$ cat src/rtl/wb_stage_pkg.sv
// rtl/wb_stage_pkg.sv - shared widths, write-back class encodings and convolution FIFO entry type
package wb_stage_pkg;
    localparam int LENGTH          = 16;
    localparam int INT8            = 8;
    localparam int INT32           = 32;
    localparam int VW              = LENGTH * INT8;
    localparam int CONV_FIFO_DEPTH = 4;

    typedef enum logic [1:0] {
        WB_NONE   = 2'b00,
        WB_SCALAR = 2'b01,
        WB_VECTOR = 2'b10,
        WB_RSVD   = 2'b11
    } wb_class_e;

    typedef struct packed {
        logic [4:0]    addr;
        logic [VW-1:0] data;
    } conv_entry_t;
endpackage

$ cat src/rtl/wb_stage_conv_wb_fifo.sv
// rtl/wb_stage_conv_wb_fifo.sv - synchronous FIFO buffering convolution results behind pipeline writes
module conv_wb_fifo
    import wb_stage_pkg::*;
#(
    parameter  int DEPTH = CONV_FIFO_DEPTH,
    localparam int AW    = $clog2(DEPTH),
    localparam int CW    = AW + 1
) (
    input  logic          clk,
    input  logic          reset,
    input  logic          push,
    input  logic          pop,
    input  conv_entry_t   wdata,
    output conv_entry_t   rdata,
    output logic          full,
    output logic          empty,
    output logic [CW-1:0] count
);
    conv_entry_t   mem_q [DEPTH];
    conv_entry_t   mem_d [DEPTH];
    logic [AW-1:0] wr_ptr_q, wr_ptr_d, rd_ptr_q, rd_ptr_d;
    logic [CW-1:0] count_q, count_d;
    logic          do_push, do_pop;

    assign full  = (count_q == CW'(DEPTH));
    assign empty = (count_q == '0);
    assign count = count_q;
    assign rdata = mem_q[rd_ptr_q];

    always_comb begin
        mem_d    = mem_q;
        wr_ptr_d = wr_ptr_q;
        rd_ptr_d = rd_ptr_q;
        do_pop   = pop && !empty;
        // a full FIFO still accepts a push when the head leaves in the same cycle
        do_push  = push && (!full || do_pop);
        if (do_push) begin
            mem_d[wr_ptr_q] = wdata;
            wr_ptr_d        = wr_ptr_q + AW'(1);
        end
        if (do_pop) begin
            rd_ptr_d = rd_ptr_q + AW'(1);
        end
        count_d = count_q + CW'(do_push) - CW'(do_pop);
    end

    always_ff @(posedge clk or negedge reset) begin
        if (!reset) begin
            mem_q    <= '{default: '0};
            wr_ptr_q <= '0;
            rd_ptr_q <= '0;
            count_q  <= '0;
        end else begin
            mem_q    <= mem_d;
            wr_ptr_q <= wr_ptr_d;
            rd_ptr_q <= rd_ptr_d;
            count_q  <= count_d;
        end
    end
endmodule

$ cat src/rtl/wb_stage.sv
// rtl/wb_stage.sv - write-back steering into scalar/vector RF ports; WB_CONV_FIFO_EN buffers colliding convolution results
module wb_stage
    import wb_stage_pkg::*;
(
    input  logic             clk,
    input  logic             reset,
    input  logic [4:0]       opcode,
    input  logic [4:0]       rD,
    input  logic [1:0]       wb,
    input  logic             ldr,
    input  logic [INT32-1:0] s_result,
    input  logic [VW-1:0]    v_result,
    input  logic [INT32-1:0] smem,
    input  logic [VW-1:0]    vmem,
    input  logic             conv_write,
    input  logic [4:0]       conv_addr,
    input  logic [VW-1:0]    conv_result,
    output logic             s_we,
    output logic [4:0]       s_waddr,
    output logic [INT32-1:0] s_wdata,
    output logic             v_we,
    output logic [4:0]       v_waddr,
    output logic [VW-1:0]    v_wdata,
    output logic             conv_full,
    output logic             conv_pending,
    output logic             conv_overflow,
    output logic             wb_illegal
);
    logic             s_we_q, s_we_d;
    logic [4:0]       s_waddr_q, s_waddr_d;
    logic [INT32-1:0] s_wdata_q, s_wdata_d;
    logic             v_we_q, v_we_d;
    logic [4:0]       v_waddr_q, v_waddr_d;
    logic [VW-1:0]    v_wdata_q, v_wdata_d;
    logic             wb_illegal_q, wb_illegal_d;
    logic             pv;
    logic             unused_opcode;

    assign pv            = (wb == WB_VECTOR);
    assign unused_opcode = ^opcode;

`ifdef WB_CONV_FIFO_EN
    conv_entry_t fifo_head;
    logic        fifo_full, fifo_empty, fifo_push, fifo_pop;
    logic        conv_overflow_q, conv_overflow_d;
    logic [$clog2(CONV_FIFO_DEPTH):0] fifo_count_unused;

    assign fifo_pop  = !pv && !fifo_empty;
    assign fifo_push = conv_write && (pv || !fifo_empty);

    conv_wb_fifo #(.DEPTH(CONV_FIFO_DEPTH)) u_fifo (
        .clk   (clk),
        .reset (reset),
        .push  (fifo_push),
        .pop   (fifo_pop),
        .wdata ('{addr: conv_addr, data: conv_result}),
        .rdata (fifo_head),
        .full  (fifo_full),
        .empty (fifo_empty),
        .count (fifo_count_unused)
    );

    assign conv_full     = fifo_full;
    assign conv_pending  = !fifo_empty;
    assign conv_overflow = conv_overflow_q;
`else
    // without buffering, upstream holds the result while a pipeline write owns the port
    assign conv_full     = conv_write && pv;
    assign conv_pending  = 1'b0;
    assign conv_overflow = 1'b0;
`endif

    always_comb begin
        s_we_d       = (wb == WB_SCALAR);
        s_waddr_d    = s_we_d ? rD : 5'd0;
        s_wdata_d    = s_we_d ? (ldr ? smem : s_result) : '0;
        v_we_d       = 1'b0;
        v_waddr_d    = 5'd0;
        v_wdata_d    = '0;
        wb_illegal_d = (wb == WB_RSVD);
        if (pv) begin
            v_we_d    = 1'b1;
            v_waddr_d = rD;
            v_wdata_d = ldr ? vmem : v_result;
`ifdef WB_CONV_FIFO_EN
        end else if (!fifo_empty) begin
            v_we_d    = 1'b1;
            v_waddr_d = fifo_head.addr;
            v_wdata_d = fifo_head.data;
`endif
        end else if (conv_write) begin
            v_we_d    = 1'b1;
            v_waddr_d = conv_addr;
            v_wdata_d = conv_result;
        end
`ifdef WB_CONV_FIFO_EN
        conv_overflow_d = conv_overflow_q || (conv_write && pv && fifo_full);
`endif
    end

    always_ff @(posedge clk or negedge reset) begin
        if (!reset) begin
            s_we_q       <= 1'b0;
            s_waddr_q    <= 5'd0;
            s_wdata_q    <= '0;
            v_we_q       <= 1'b0;
            v_waddr_q    <= 5'd0;
            v_wdata_q    <= '0;
            wb_illegal_q <= 1'b0;
`ifdef WB_CONV_FIFO_EN
            conv_overflow_q <= 1'b0;
`endif
        end else begin
            s_we_q       <= s_we_d;
            s_waddr_q    <= s_waddr_d;
            s_wdata_q    <= s_wdata_d;
            v_we_q       <= v_we_d;
            v_waddr_q    <= v_waddr_d;
            v_wdata_q    <= v_wdata_d;
            wb_illegal_q <= wb_illegal_d;
`ifdef WB_CONV_FIFO_EN
            conv_overflow_q <= conv_overflow_d;
`endif
        end
    end

    assign s_we       = s_we_q;
    assign s_waddr    = s_waddr_q;
    assign s_wdata    = s_wdata_q;
    assign v_we       = v_we_q;
    assign v_waddr    = v_waddr_q;
    assign v_wdata    = v_wdata_q;
    assign wb_illegal = wb_illegal_q;
endmodule

$ cat config.mk
export PLATFORM = sky130hd
export DESIGN_NAME = wb_stage
export DESIGN_NICKNAME = d
export VERILOG_FILES = /design/src/rtl/wb_stage_pkg.sv /design/src/rtl/wb_stage_conv_wb_fifo.sv /design/src/rtl/wb_stage.sv
export SDC_FILE = /design/constraint.sdc
export NUM_CORES = 1
export LEC_CHECK = 0
export ABC_AREA = 1
export ABC_CLOCK_PERIOD_IN_PS = 900
export CAP_MARGIN = 25
export CELL_PAD_IN_SITES_DETAIL_PLACEMENT = 1
export CELL_PAD_IN_SITES_GLOBAL_PLACEMENT = 1
export CORE_AREA = 2 2 251 253
export DETAILED_ROUTE_END_ITERATION = 10
export DIE_AREA = 0 0 253 255
export GPL_ROUTABILITY_DRIVEN = 0
export PLACE_DENSITY_LB_ADDON = 0.25
export SLEW_MARGIN = 20
export SYNTH_ARGS = -nofsm -noshare
export SYNTH_HDL_FRONTEND = slang
export SYNTH_SLANG_ARGS = --single-unit
$ cat constraint.sdc
create_clock -name clk -period 0.9 [get_ports clk]
set_input_delay 0.18 -clock clk [delete_from_list [all_inputs] [get_ports clk]]
set_output_delay 0.18 -clock clk [all_outputs]
set_load 0.02 [all_outputs]
=== After elaboration in Yosys (flattened, before gate mapping) ===
Cells that the tools add are included.

* Bits in registers: 173
* Logic and storage cells: 21

* Equal/unequal tests: 3
* Muxes and demuxes: 10
* Reductions and logical operators: 1

{| class="wikitable"
|+ Operators by type and width
! kind !! count
|-
| $mux 128 || 3
|-
| $mux 32 || 2
|-
| $mux 5 || 3
|-
| $eq 2x2->1 const B || 2
|-
| $eq 2x1->1 const B || 1
|-
| $mux 1 || 2
|-
| $logic_and 1x1->1 || 1
|}

=== Logic depth before layout (Yosys ltp) ===
Gate-level depths: netlist of run 1.

* Depth in word-level cells: 2
* Depth in mapped cells: 8
* Depth with buffers taken out: 5

=== Worst setup path after synthesis of run 1 ===
OpenSTA, ideal clock, no wires.

* Kind: input port to output port
* From: in wb[0]
* To: out conv_full
* Arrival time: 0.787 ns
* Required time: 0.720 ns
* Slack: -0.067 ns
* Stages on the path: 4
* Path buffers: 1
* Cells stage by stage: inv_2 > nand2_4 > clkbuf_1 > nor2_1

* Longest elaborated chain between the ends: 2

{| class="wikitable"
|+ Ends and longest elaborated chain
! what !! line !! RTL
|-
| start, declared || wb_stage.sv:9 || <nowiki>input logic [1:0] wb,</nowiki>
|-
| $eq 2x2->1 || wb_stage.sv:39 || <nowiki>assign pv = (wb == WB_VECTOR);</nowiki>
|-
| $logic_and 1x1->1 || wb_stage.sv:68 || <nowiki>assign conv_full = conv_write && pv;</nowiki>
|-
| end, declared || wb_stage.sv:24 || <nowiki>output logic conv_full,</nowiki>
|}

No other way between the ends.

=== Final worst setup path of run 1 ===
* From: reg v_wdata_q[10], in the netlist v_wdata[10]
* To: out v_wdata[10]

{| class="wikitable"
|+ RTL lines
! what !! line !! RTL
|-
| start, declared || wb_stage.sv:34 || <nowiki>logic [VW-1:0] v_wdata_q, v_wdata_d;</nowiki>
|-
| start signal, assigned || wb_stage.sv:119 || <nowiki>v_wdata_q <= v_wdata_d;</nowiki>
|-
| end, declared || wb_stage.sv:23 || <nowiki>output logic [VW-1:0] v_wdata,</nowiki>
|}

No word-level cell between the ends.

==> flow_summary.yaml, run 1 <==
run_status:
  status: "finished, violations left"
  violated_checks: "negative setup slack"
placement:
  place_worst_setup_slack_ns: -0.819
  port-buffer-count: 637
  detailedPlacementHpwl_um: 38700
  post_dp_cell_area_um2: 16200
  dp.cells: 2591
route:
  route.detailed.wl_per_inst_um: 18.2
  drt-total-wl_um: 47800
  drc: 0
  detail_route.iter0.violations: 391
  drtAntennaViolNets: 0
  first_pass_iters: 4
  route.detailed.vias_per_inst: 3.84
  num_vias: 10100
global_route:
  maximum_number_of_pins_on_one_net_before_global_route_repair: 47
  grt_first_pass_wirelength_um: 68900
  grt_pass1_vias: 11000
  grt_overflow: 0
  track_usage_pct: 14.5
  antenna_found_initial: 4
cells_and_area:
  multiInputGateArea_um2: 3570
  final_nets: 2283
  finalInstanceArea_um2: 17100
  seq_area_um2: 4330
  drive_above_1_share_pct: 16.1
  synthToLayoutAreaGrowth_pct: 103
  fillers: 7429
  final-instance-count-excl-fill: 2631
min_path:
  timing.hold.worst.class: "in2async"
power:
  leakage_nw: 8.42
  power.density_nw_per_um2: 1330
  ir_drop_mv: 1.36
synthesis:
  yosys-top-cells-count: "nand2_1, dfrtp_1, nand3_1, buf_2, a21oi_1"
  async_reset_ff_share_pct: 100
  mappedNetlistArea_um2: 8430
  yosysWarningCount: 0
  synth_cell_type_count: 14
  yosysMostFrequentCell: "nand2_1"
  synth_largest_type_area_fraction_pct: 51.4
  postSynthAreaPerCell_um2: 7.27
  post-synth-top-area-cell: "dfrtp_1"
  postSynthCellCount: 1159
  synthFlopType: "dfrtp_1"
  netlist_top_cells_area: "dfrtp_1, nand2_1, nand3_1"
  yosysSeqAreaShare_pct: 51.4
  synth_seq_cells: 173
  edff_count_synth: 0
critical_path:
  timing.critical_path.cells: "buf_6"
  path_buf_inv: 1
  critical_path.startpoint_type: "flip-flop"
  critical_path.max_fanout: 1
  crit_slowest_cell: "dfrtp_1"
  timing.setup.critical_path_class: "reg2out"
  crit_family: "flip-flops"
  worstSetupEndpointType: "output pin"
  critPathMaxStageDelay_ns: 0.42
  timing.critical_path.required_ns: 0.72
  cp.arrival_ns: 1.04
clock_tree:
  tritoncts: "done"
  cts_max_level: 4
  path_clk_slew_ns: 0.07
  cts_root_buffer: "clkbuf_16"
  numClockSinks: 173
  cts_made_buffers: 17
  clockBufferDepth: 2
  post_cts.repair.setup_buffers: 0
timing:
  finalSetupViolCount: 173
  fin_crit_sh_pct: 136
  post-route-min-period_ns: 1.22
  setup_slack_of_the_critical_path_after_layout_ns: -0.325
  hold-worst-slack_ns: 0.143
  slew_viol_final: 0
  unrepaired_setup_endpoints_after_global_routing: "yes"
  hold_violations: 0
  fmaxAchievable_mhz: 817
  totalNegativeSetupSlack_ns: -45.93
floorplan:
  die_area_um2: 64500
  number_of_ports_placed_on_the_die_boundary: 645
  design.core.area_um2: 62200
  placement_rows: 92
  fp.dieW_um: 253
  start_util_pct: 13.6
  floorplan.die.height_um: 255
run:
  cap_viol_max_count: 0
-- routing by layer --
metal / global-route usage [%] / share of wire, % / vias to the layer above
met1: 15.2 / 37 / 4797
met5: 0 / 0.027 / -
met3: 5.57 / 8.8 / 42
met4: 5.12 / 2.2 / 2
met2: 26.4 / 52 / 367
li1: - / - / 4887
-- where the power goes --
| group | switching, mW | internal, mW | leakage [nW] |
|---|---|---|---|
| Sequential | 0.286 | 8.32 | 2.23 |
| Clock | 3.52 | 3.97 | 0.277 |
| Combinational | 2.99 | 3.65 | 5.91 |
| Total | 6.80 | 15.9 | 8.42 |
-- layout make-up --
class | count | area share (%)
antenna | 5 | 0.0733
clock buffer | 20 | 2.67
clock inverter | 12 | 0.638
inverter | 12 | 0.308
multi-input combinational | 891 | 20.9
sequential | 173 | 25.4
tap | 799 | 5.86
timing repair buffer | 719 | 44.2
-- logic make-up after synthesis --
logic type             after synthesis  synth area share (%)
buffers and inverters               96                  6.43
flip-flops                         173                  51.4
AO/OA/AOI/OAI                       32                  1.90
other                                1                0.0445
AND/OR/NAND/NOR                    857                  40.2
-- cell usage in the layout (no fill, tap or decap), types with 2 or more instances in the layout --
cell type	Yosys	layout
a21oi_1	32	32
buf_12	0	28
buf_2	52	2
buf_4	5	55
buf_6	13	172
clkbuf_16	0	17
clkbuf_8	0	3
clkdlybuf4s50_1	0	458
clkinv_2	0	4
clkinv_4	0	2
clkinvlp_4	0	2
conb_1	1	2
dfrtp_1	173	173
diode_2	0	5
dlygate4sd3_1	0	3
inv_1	9	9
inv_6	0	4
nand2_1	717	717
nand3_1	133	133
nor2_1	6	5
-- timing repair --
action,4_1_cts,5_1_grt
setup endpoints to repair,311,174
hold buffers,3,0
resized for setup,971,0
endpoints found under the hold margin,174,0
pin swaps,2,1
-- stage by stage --
step / utilization, % / total power [mW]
6_report: 27.5 / 22.7
5_1_grt: 27.5 / 24.0
4_1_cts: 27.4 / 23.4
3_5_place_dp: 26.1 / 15.3
3_3_place_gp: 26.1 / 15.2
2_1_floorplan: - / 10.8
-- sequential cells by signal (all words and copies together) (netlist names) --
register / flops
wb_illegal: 1
s_waddr: 5
v_waddr: 5
v_we: 1
v_wdata: 128
s_we: 1
s_wdata: 32
-- worst max path at each step --
| stage | startpoint | endpoint | slack, ns | cells past startpoint |
|---|---|---|---|---|
| after CTS | v_wdata[8] | v_wdata[8] | -0.42 | 1 |
| final | v_wdata[10] | v_wdata[10] | -0.32 | 1 |
| after global placement | wb[1] | conv_full | -0.84 | 4 |
| after floorplan | ldr | v_wdata[62] | -0.02 | 7 |
| after global routing | v_wdata[8] | v_wdata[8] | -0.38 | 1 |
| after detailed placement | wb[1] | conv_full | -0.82 | 4 |
No activity file was read; power rests on OpenSTA's default activity.
==> run 2, diff against run 1 <==
CAP_MARGIN = 20   (was 25)
==> results of run 2 <==
Final layout, timing and power as in run 1 (identical DEF).
==> run 3, diff against run 2 <==
CORE_AREA = 4 4 246 248   (was 2 2 251 253)
DIE_AREA = 0 0 250 252   (was 0 0 253 255)
==> run 3 against run 2 <==
Net effect: the flow still finishes with violations (negative setup slack); hold slack worse by 0.023 ns; total power up 2.0%; flip-flop and latch count did not move; die area fell by 2.3%; combinational power rose by 2%; sequential share of layout area shrank 0.34 points; clock power is 4.5% higher; core utilization is 2.1 points higher; setup slack got worse by 0.040 ns; critical endpoint is now v_wdata[2]; largest cell class unchanged.
==> flow_summary.yaml, run 3 (same netlist as run 1, synthesis figures left out) <==
clock_tree:
  tritoncts: "done"
  cts_max_level: 4
  cts_root_buffer: "clkbuf_16"
  path_clk_slew_ns: 0.07
  numClockSinks: 173
  cts_made_buffers: 17
  clockBufferDepth: 2
global_route:
  grt_first_pass_wirelength_um: 72200
  grt_pass1_vias: 11200
  maximum_number_of_pins_on_one_net_before_global_route_repair: 57
  antenna_found_initial: 6
  grt_overflow: 0
  track_usage_pct: 15.3
timing:
  hold_violations: 0
  unrepaired_setup_endpoints_after_global_routing: "yes"
  finalSetupViolCount: 173
  fin_crit_sh_pct: 141
  post-route-min-period_ns: 1.26
  setup_slack_of_the_critical_path_after_layout_ns: -0.365
  totalNegativeSetupSlack_ns: -45.61
  fmaxAchievable_mhz: 791
  slew_viol_final: 0
critical_path:
  timing.critical_path.cells: "buf_6"
  cp.arrival_ns: 1.08
  startpoint: "v_wdata[2]"
  critPathMaxStageDelay_ns: 0.46
  critical_path.max_fanout: 1
  timing.setup.critical_path_class: "reg2out"
  crit_slowest_cell: "dfrtp_2"
  worstSetupPathDepth: 1
  timing.critical_path.required_ns: 0.72
  critical_path.startpoint_type: "flip-flop"
  path_buf_inv: 1
  crit_family: "flip-flops"
  worstSetupEndpointType: "output pin"
cells_and_area:
  largest_reg_flops: 128
  fillers: 7037
  final_cell_mix: "nand2_1, clkdlybuf4s50_1, buf_6"
  final_nets: 2303
  layout_commonest_cell: "nand2_1"
  synthToLayoutAreaGrowth_pct: 105
  multiInputGateArea_um2: 3570
  seq_area_um2: 4330
  finalInstanceArea_um2: 17300
  drive_above_1_share_pct: 17.1
run:
  cap_viol_max_count: 0
floorplan:
  design.core.area_um2: 58500
  start_util_pct: 14.4
  floorplan.die.height_um: 252
  placement_rows: 89
  number_of_ports_placed_on_the_die_boundary: 645
  fp.dieW_um: 250
  die_area_um2: 63000
route:
  drc: 0
  first_pass_iters: 4
  drt-total-wl_um: 49000
  detail_route.iter0.violations: 298
  drtAntennaViolNets: 0
  num_vias: 10100
  route.detailed.wl_per_inst_um: 18.7
  route.detailed.vias_per_inst: 3.85
placement:
  detailedPlacementHpwl_um: 39600
  post_dp_cell_area_um2: 16400
  place_worst_setup_slack_ns: -0.623
  port-buffer-count: 637
run_status:
  status: "finished, violations left"
  violated_checks: "negative setup slack"
power:
  power.density_nw_per_um2: 1340
  leakage_nw: 8.56
  ir_drop_mv: 1.38
min_path:
  timing.hold.worst.class: "in2reg"
  worstHoldStart: "conv_write"
  number_of_stages_on_the_worst_hold_path: 4
==> run 3: path summary, 6_finish.rpt <==
check                         endpoint  slack (ns)
min in group asynchronous  v_wdata[99]        0.19
hold / removal                    v_we        0.12
setup / recovery            v_wdata[2]       -0.36
max in group asynchronous   v_wdata[2]        0.18
==> run 3: timing repair <==
item | in CTS | in global routing
gates resized for setup | 963 | 1
buffers inserted | 2 | 0
setup endpoints to repair | 290 | 174
endpoints found under the hold margin | 174 | 0
hold buffers | 3 | 0
pin swaps | 2 | 1
cloned | 1 | 0
==> run 3: routing by layer <==
metal / share of wire (%) / track usage, %
met4: 1.7 / 4.33
met2: 51 / 27.0
met5: 0.027 / 0
met1: 39 / 17.4
met3: 7.7 / 5.87
==> run 3: area by class of cell <==
class                      count  area share, %
multi-input combinational    891           20.6
inverter                      12          0.318
timing repair buffer         739           44.9
clock buffer                  22           2.74
tap                          773           5.59
antenna                        5         0.0723
sequential                   173           25.0
clock inverter                10          0.730
==> run 3: stage by stage <==
step / std cells / power [mW] / hold WS, ns / utilization [%]
finish: 2625 / 23.2 / 0.120 / 29.6
global route: 2624 / 24.6 / 0.126 / 29.6
CTS: 2621 / 23.8 / 0.117 / 29.6
detailed placement: 2583 / 15.4 / 0.0964 / 28.0
global placement: 2583 / 15.3 / 0.0926 / 28.0
floorplan: 1160 / 10.8 / -0.116 / -
==> run 3: where the power goes <==
part / switching [mW] / internal [mW] / leakage, nW / total [mW]
clock: 3.49 / 4.34 / 0.284 / 7.83
sequential: 0.278 / 8.32 / 2.23 / 8.60
combinational: 3.02 / 3.74 / 6.04 / 6.76
total: 6.78 / 16.4 / 8.56 / 23.2
